==> src/rtl/rv32_mod_instruction_prefetch.sv <==
// Prefetching instruction fetch unit: keeps a DEPTH-word buffer ahead of execution and
// extracts 16/32-bit instructions at halfword PCs, including words that straddle.
module rv32_mod_instruction_prefetch #(
   parameter logic [31:0] INITIAL_PC = 32'h1000_0000,
   parameter int          DEPTH      = 2,
   parameter bit          ENABLE_C   = 1'b1
) (
   input  logic        clk,
   input  logic        reset,
   input  logic        redirect_valid,
   input  logic [31:0] redirect_addr,
   output logic        out_valid,
   input  logic        out_ready,
   output logic [31:0] out_instr,
   output logic [31:0] out_pc,
   output logic        out_is_compressed,
   output logic        out_err,
   output logic        instr_req,
   input  logic        instr_ack,
   input  logic        instr_err,
   output logic [31:0] instr_addr,
   input  logic [31:0] instr_data_i
);
   localparam int PTR_W = (DEPTH > 1) ? $clog2(DEPTH) : 1;
   localparam int CNT_W = $clog2(DEPTH + 1);
   localparam logic [CNT_W-1:0] DEPTH_C = CNT_W'(DEPTH);
   // Without RVC every PC is word aligned, so bit 1 is dropped along with bit 0.
   localparam logic [31:0] PC_MASK = ENABLE_C ? 32'hFFFF_FFFE : 32'hFFFF_FFFC;

   typedef enum logic [1:0] {S_IDLE, S_REQ, S_DRAIN} state_t;

   state_t            state_reg;
   logic [31:0]       pc_reg;
   logic [31:0]       fetch_addr_reg;
   logic              halted_reg;
   logic              err_stop_reg;
   logic [PTR_W-1:0]  rd_ptr_reg;
   logic [PTR_W-1:0]  wr_ptr_reg;
   logic [CNT_W-1:0]  count_reg;
   logic [CNT_W-1:0]  count_next;
   logic [32:0]       entry_mem [DEPTH];

   logic [32:0] head_word;
   logic [32:0] next_word;
   logic        have_h, have_n;
   logic        ex_valid, ex_err, ex_comp;
   logic [31:0] ex_instr;
   logic        rsp, push, pop, xfer, room;
   logic [31:0] redirect_word;

   function automatic logic [PTR_W-1:0] ptr_inc(input logic [PTR_W-1:0] p);
      return (p == PTR_W'(DEPTH - 1)) ? '0 : p + PTR_W'(1);
   endfunction

   assign head_word     = entry_mem[rd_ptr_reg];
   assign next_word     = entry_mem[ptr_inc(rd_ptr_reg)];
   assign have_h        = (count_reg != '0);
   assign have_n        = (count_reg >= CNT_W'(2));
   assign redirect_word = redirect_addr & 32'hFFFF_FFFC;

   always_comb begin
      ex_comp  = 1'b0;
      ex_instr = head_word[31:0];
      ex_valid = have_h;
      ex_err   = head_word[32];
      if (ENABLE_C) begin
         if (!pc_reg[1]) begin
            ex_comp = (head_word[1:0] != 2'b11);
            if (ex_comp) ex_instr = {16'h0, head_word[15:0]};
         end else begin
            ex_comp = (head_word[17:16] != 2'b11);
            if (ex_comp) begin
               ex_instr = {16'h0, head_word[31:16]};
            end else begin
               // Straddling word: a faulted head is reported without waiting for N.
               ex_instr = {next_word[15:0], head_word[31:16]};
               ex_valid = have_h && (head_word[32] || have_n);
               ex_err   = head_word[32] || (have_n && next_word[32]);
            end
         end
      end
   end

   assign out_valid         = ex_valid && !err_stop_reg;
   assign out_instr         = out_valid ? ex_instr : 32'h0;
   assign out_is_compressed = out_valid && ex_comp;
   assign out_err           = out_valid && ex_err;
   assign out_pc            = pc_reg;

   assign rsp  = instr_ack || instr_err;
   assign xfer = out_valid && out_ready && !redirect_valid;
   assign pop  = xfer && (pc_reg[1] || !ex_comp);
   assign push = (state_reg == S_REQ) && rsp && !redirect_valid;

   always_comb begin
      count_next = count_reg;
      if (redirect_valid)     count_next = '0;
      else if (push && !pop)  count_next = count_reg + CNT_W'(1);
      else if (pop && !push)  count_next = count_reg - CNT_W'(1);
   end
   assign room = (count_next < DEPTH_C);

   always_ff @(posedge clk) begin
      if (push) entry_mem[wr_ptr_reg] <= {instr_err, instr_data_i};
   end

   always_ff @(posedge clk or negedge reset) begin
      if (!reset) begin
         pc_reg       <= INITIAL_PC & PC_MASK;
         rd_ptr_reg   <= '0;
         wr_ptr_reg   <= '0;
         count_reg    <= '0;
         err_stop_reg <= 1'b0;
      end else begin
         count_reg <= count_next;
         if (redirect_valid) begin
            pc_reg       <= redirect_addr & PC_MASK;
            rd_ptr_reg   <= '0;
            wr_ptr_reg   <= '0;
            err_stop_reg <= 1'b0;
         end else begin
            if (push) wr_ptr_reg <= ptr_inc(wr_ptr_reg);
            if (pop)  rd_ptr_reg <= ptr_inc(rd_ptr_reg);
            if (xfer) begin
               pc_reg <= pc_reg + (ex_comp ? 32'd2 : 32'd4);
               if (ex_err) err_stop_reg <= 1'b1;
            end
         end
      end
   end

   // Bus side: a started transfer always completes; DRAIN swallows a response made stale by a redirect.
   always_ff @(posedge clk or negedge reset) begin
      if (!reset) begin
         state_reg      <= S_IDLE;
         instr_req      <= 1'b0;
         instr_addr     <= 32'h0;
         fetch_addr_reg <= INITIAL_PC & 32'hFFFF_FFFC;
         halted_reg     <= 1'b0;
      end else begin
         case (state_reg)
            S_IDLE: begin
               if (redirect_valid) begin
                  fetch_addr_reg <= redirect_word;
                  halted_reg     <= 1'b0;
               end else if (!halted_reg && room) begin
                  state_reg  <= S_REQ;
                  instr_req  <= 1'b1;
                  instr_addr <= fetch_addr_reg;
               end
            end
            S_REQ: begin
               if (rsp) begin
                  if (redirect_valid) begin
                     fetch_addr_reg <= redirect_word;
                     halted_reg     <= 1'b0;
                     state_reg      <= S_IDLE;
                     instr_req      <= 1'b0;
                  end else if (instr_err) begin
                     halted_reg <= 1'b1;
                     state_reg  <= S_IDLE;
                     instr_req  <= 1'b0;
                  end else begin
                     fetch_addr_reg <= fetch_addr_reg + 32'd4;
                     if (room) begin
                        instr_addr <= fetch_addr_reg + 32'd4;
                     end else begin
                        state_reg <= S_IDLE;
                        instr_req <= 1'b0;
                     end
                  end
               end else if (redirect_valid) begin
                  fetch_addr_reg <= redirect_word;
                  halted_reg     <= 1'b0;
                  state_reg      <= S_DRAIN;
               end
            end
            S_DRAIN: begin
               if (redirect_valid) begin
                  fetch_addr_reg <= redirect_word;
                  halted_reg     <= 1'b0;
                  if (rsp) begin
                     state_reg <= S_IDLE;
                     instr_req <= 1'b0;
                  end
               end else if (rsp) begin
                  state_reg  <= S_REQ;
                  instr_addr <= fetch_addr_reg;
               end
            end
            default: begin
               state_reg <= S_IDLE;
               instr_req <= 1'b0;
            end
         endcase
      end
   end
endmodule

==> config.mk <==
export PLATFORM = sky130hd
export DESIGN_NAME = rv32_mod_instruction_prefetch
export DESIGN_NICKNAME = d
export VERILOG_FILES = /design/src/rtl/rv32_mod_instruction_prefetch.sv
export SDC_FILE = /design/constraint.sdc
export NUM_CORES = 1
export LEC_CHECK = 0
export ABC_AREA = 1
export CELL_PAD_IN_SITES_DETAIL_PLACEMENT = 2
export CELL_PAD_IN_SITES_GLOBAL_PLACEMENT = 2
export CORE_ASPECT_RATIO = 0.8
export CORE_MARGIN = 2
export CORE_UTILIZATION = 34
export DETAILED_ROUTE_END_ITERATION = 10
export PLACE_DENSITY_LB_ADDON = 0.1
export SLEW_MARGIN = 10
export SYNTH_ARGS = -nofsm -noshare
export SYNTH_HDL_FRONTEND = slang
export SYNTH_SLANG_ARGS = --single-unit
export TNS_END_PERCENT = 50
==> constraint.sdc <==
create_clock -name clk -period 7.8 [get_ports clk]
set_input_delay 1.56 -clock clk [delete_from_list [all_inputs] [get_ports clk]]
set_output_delay 1.56 -clock clk [all_outputs]
set_load 0.1 [all_outputs]
**After elaboration in Yosys (flattened, before gate mapping)**

Memories as Yosys holds them, arrays and structs flattened.
Index checks and enable logic that the tools add are counted.

- Multiplexer cells: 65
- Reduce and logical (&&, ||, !) cells: 38
- $lt $le $gt $ge: 2
- Equal/unequal tests: 17
- $add $sub $neg: 6

Operator list:

| kind | number |
|---|---|
| 2-to-1 mux 32 bit | 18 |
| case mux 32 bit (3 select lines) | 1 |
| case mux 32 bit (2 select lines) | 1 |
| adder 32 x 3 -> 32 bit | 1 |
| adder 32 x 3 -> 32 bit, second input constant | 1 |
| 2-to-1 mux 1 bit | 28 |
| 2-to-1 mux 2 bit | 13 |
| != test 2 bit, second input constant | 11 |
| logical AND 1 bit | 13 |
| != test 4 bit, second input constant | 3 |
| nonzero test 2 bit | 6 |
| AND reduction 9 bit | 1 |
| zero test 1 bit | 6 |
| case mux 2 bit (3 select lines) | 1 |
| AND reduction 2 bit | 3 |
| AND reduction 6 bit | 1 |
| AND reduction 5 bit | 1 |
| logical OR 1 bit | 4 |
| 2-to-1 mux 3 bit | 1 |
| != test 3 bit, second input constant | 1 |
| case mux 1 bit (3 select lines) | 1 |
| nonzero test 3 bit | 1 |
| adder 1 bit, second input constant | 2 |
| adder 2 x 1 -> 2 bit, second input constant | 1 |
| other kinds (8) | 8 |

- Bits in registers: 105
- Bits of input ports: 70
- Memory bits (writable): 66
- Output and inout bits: 100
- Memories: 1

Memory list:

| memory | depth | width | read ports | clocked after memory_dff | wr ports | line | source |
|---|---|---|---|---|---|---|---|
| entry_mem | 2 | 33 | 2 | 0 | 1 | 41 | `logic [32:0] entry_mem [DEPTH];` |

**Depth between registers and ports, before layout**

- Depth in word-level cells: 19
- Mapped depth: 22
- Mapped depth without buffers: 19

**Least setup slack after synthesis**

Ideal clock, no wire load.

- Kind: flip-flop to output port
- Start point: register pc_reg[1], in the netlist out_pc[1]
- End point: output out_instr[10]
- Data arrival time: 4405 ps
- Buffers on the path: 2
- Slack: 1835 ps
- Cell stages (with the launch flop): 8
- Cell sequence: dfrtp_1 > buf_4 > nand3_4 > nor2_2 > nor2_4 > inv_1 > buf_1 > a211oi_1

- Longest elaborated chain between the ends: 3
- Elaborated cells on any way between the ends: 4
- Those cells by class: mux (3); reduce/logical (1)

RTL lines:

| element | line | source |
|---|---|---|
| from (decl) | 33 | `logic [31:0] pc_reg;` |
| from (signal assigned) | 109 | `pc_reg <= INITIAL_PC & PC_MASK;` |
| from (signal assigned) | 117 | `pc_reg <= redirect_addr & PC_MASK;` |
| from (signal assigned) | 125 | `pc_reg <= pc_reg + (ex_comp ? 32'd2 : 32'd4);` |
| 2-to-1 mux 1 bit | 67 | `if (!pc_reg[1]) begin` |
| logical AND 1 bit | 84 | `assign out_valid = ex_valid && !err_stop_reg;` |
| named net out_valid | 12 | `output logic out_valid,` |
| 2-to-1 mux 32 bit | 85 | `assign out_instr = out_valid ? ex_instr : 32'h0;` |
| to (decl) | 14 | `output logic [31:0] out_instr,` |

The timed path passes the listed nets, and every way through them passes these cells.

**Worst setup path in the final report**

- Start point: register rd_ptr_reg
- End point: output out_instr[29]

- Longest elaborated chain between the ends: 7
- Elaborated cells on any way between the ends: 14
- Those cells by class: add/sub (1); eq/ne (2); mux (7); reduce/logical (3); memory (1)

RTL lines:

| element | line | source |
|---|---|---|
| from (decl) | 37 | `logic [PTR_W-1:0] rd_ptr_reg;` |
| from (signal assigned) | 123 | `if (pop) rd_ptr_reg <= ptr_inc(rd_ptr_reg);` |
| memory (2 x 33 bit) * | -- |  |
| logical OR 1 bit | 77 | `ex_valid = have_h && (head_word[32] \|\| have_n);` |
| logical AND 1 bit | 77 |  |
| 2-to-1 mux 1 bit | 72 | `if (ex_comp) begin` |
| 2-to-1 mux 1 bit | 67 |  |
| logical AND 1 bit | 84 |  |
| 2-to-1 mux 32 bit * | 85 |  |

Mark *: on every way between the ends. The rest lies on a longest branch, timed or not.

==> results by group <==
Cells and area
  • Share of layout cells above drive strength 1: 0.06196
  • Area grow syn2layout: 25.36%
  • Max reg flops: 66
  • Post-layout nets: 1451
  • Finished Layout Cells: 1758
  • Post-route cell area: 12420 um2
  • Antenna Cells: 0

Yosys
  • Synth Instances: 1244
  • Area leader, netlist: dfrtp_1
  • Top cell type's share of synthesized area: 0.2575
  • Commonest cells post-synth: 344 x nand2_1, 119 x nor2_1, 102 x dfrtp_1
  • Seq/Total Area, Yosys: 0.4628
  • Unique masters post-synth: 50
  • Dominant synthesized flop cell: dfrtp_1
  • Post-Syn Area: 9911 um2
  • Area contributors post-synth: dfrtp_1 26%, edfxtp_1 20%, nand2_1 13%
  • Asr flop ratio synth: 0.6118
  • Adder-Cell Fraction of Synth Area: 0.008332
  • Post-synthesis compound-gate area fraction: 0.1245
  • YS warnings: 0
  • Main combinational cell family by area after synthesis: simple AND/OR/NAND/NOR gates
  • Post-synthesis net count: 1320
  • Post-synthesis mux area share: 0
  • Post-synth EDFFs: 66
  • Avg Inst Size Synth: 7.967 um2
  • Number of synthesized register bits: 170
  • Most numerous cell in the Yosys netlist: nand2_1
  • Synth Area in XOR/XNOR: 0.04419
  • Simple-Gate Fraction of Synth Area: 0.2876

Clock tree
  • Post_cts resized: 0
  • H-Tree Level Count: 4
  • Max Root-Sink Buffers: 2
  • Clock sinks: 170
  • TritonCTS clock tree: yes
  • CTS Root Cell: clkbuf_16
  • CTS Hold Bufs: 0
  • Setup Fix Bufs, Post-CTS: 0
  • Skew-Pair Late Insertion Delay: 450 ps
  • Cts bufs inserted: 17
  • CTS clk-pin slew, worst paths: 70 ps

Critical path
  • Startpoint Class: register
  • Crit path DAT: 4840 ps
  • Crit path kind: register to output port
  • Critical Path RT: 6240 ps
  • Critical Path End Type: output port
  • Worst-path fanout max: 54

Route
  • DR WL/cell: 22.29 um
  • Vias per cell: 5.410
  • Antenna Nets Post-Route: 0
  • DRT Pass-1 Iters: 5
  • Initial drt markers: 518
  • Final WL: 39190 um
  • Vias: 9511
  • Residual DRC: 0

Global routing
  • Vias in the first global route: 10230
  • Total track usage: 0.2634
  • Antenna violations before repair: 0
  • Largest net degree at the start of global routing: 64
  • Total grt overflow: 0
  • First-pass GRT wire length: 61310 um

Timing
  • Worst Max-Slew Pin Slew: 1153 ps
  • Minimum clock period: 6395 ps
  • Hold_ws: 471.9 ps
  • Final setup violation count: 0
  • Fmax: 156.4 MHz
  • Clk_skew: 15.45 ps
  • Slew margin rel.: 0.2304
  • Fin crit share: 0.8199
  • RSZ-0062 raised after global routing: false
  • Fin. max-slew vios: 0
  • Total negative setup slack: 0 ps
  • Hold Fails Final Rpt: 0

Placement
  • Post-DP HPWL: 28740 um
  • Placed Instances: 1726
  • GP Congestion: 0.8887
  • Cell area after placement: 11790 um2
  • Number of port buffers: 167

Hold path
  • Hold Path Class: register to register

Power
  • Pwr dens: 431.5 nW/um2
  • PnR Total Power: 5.362 mW
  • Peak VDD IR: 183.2 uV
  • Leak: 5.186 nW

Floorplan
  • Core footprint: 28490 um2
  • DIE WIDTH: 194.9 um
  • Die area: 30540 um2
  • Initial Utilization: 0.3479
  • Io pins: 170
  • Rows: 55
  • Die H: 156.7 um

Job
  • Max Cap Viol: 0

Outcome
  • Outcome: completed
-- path summary, 6_finish.rpt --
check,startpoint,endpoint,slack [ps],cells past startpoint
worst max-delay path,rd_ptr_reg,out_instr[29],1400,10
worst min-delay path,instr_addr[7],instr_addr[7],470,2
worst max register to register,rd_ptr_reg,instr_addr[17],2610,18
worst min register to register,instr_addr[7],instr_addr[7],470,2
max in group asynchronous,reset,rd_ptr_reg,5390,2
min in group asynchronous,reset,out_pc[1],1120,1
-- stage by stage --
| stage | util | setup WS, ps |
|---|---|---|
| floorplan | - | 1835 |
| global placement | 0.4138 | 1930 |
| detailed placement | 0.4138 | 1796 |
| CTS | 0.4361 | 1269 |
| global route | 0.4361 | 1022 |
| finish | 0.4361 | 1405 |
-- area by class of cell --
cell class                 instances  area, um2
clock inverter                    15      210.2
fill                            3276      16070
inverter                          97      369.1
clock buffer                      17      425.4
multi-input combinational        911       4623
sequential                       170       4587
timing repair buffer             178       1747
tap                              370      462.9
-- report_power, final --
part / internal (mW) / switching [mW] / total [mW] / leakage, nW
Clock: 0.544 / 0.414 / 0.958 / 0.308
Combinational: 0.685 / 2.30 / 2.98 / 2.99
Sequential: 1.18 / 0.245 / 1.42 / 1.88
Total: 2.41 / 2.96 / 5.36 / 5.19
-- layout by cell type (no fill, tap or decap), types with 12 or more instances in the layout --
master	netlist	final
o22ai_1	12	12
o21ai_0	94	94
clkbuf_16	0	17
buf_4	7	12
dfrtp_1	102	102
inv_1	84	84
nand4_1	54	54
inv_2	12	12
nand2_1	344	344
o211ai_1	18	18
a21oi_1	60	60
nor3_1	36	36
nor2_1	119	117
nand3_1	46	46
xor2_1	46	46
clkdlybuf4s50_1	0	165
a211oi_1	13	13
edfxtp_1	66	66
-- cells by family after synthesis --
group	count (synthesis)
and+or+nand+nor	637
other	1
adders and majority gates	6
DFF	170
xor gates and xnor gates	50
buffers and inverters	163
AOI/OAI and AO/OA	217
-- routing by layer --
layer  global-route usage  wire length (um)  part of all wire  vias to the layer above
met1               0.3873             19370              0.49                     4811
met4              0.06798               577             0.015                        0
li1                     -                 -                 -                     4440
met5                    0                 0                 0                        -
met3              0.04009              1832             0.047                       33
met2               0.4037             17410              0.44                      227
-- critical path, cell delays in order, from the launching register on --
cell	delay [ps]
dfrtp_1	360
buf_4	310
inv_2	770
nand2_1	140
nand2_2	240
nand3_4	260
nor2_2	220
nor2_4	60
inv_1	830
nor2_1	170
clkdlybuf4s50_1	1020
(Power assumes the default switching activity.)
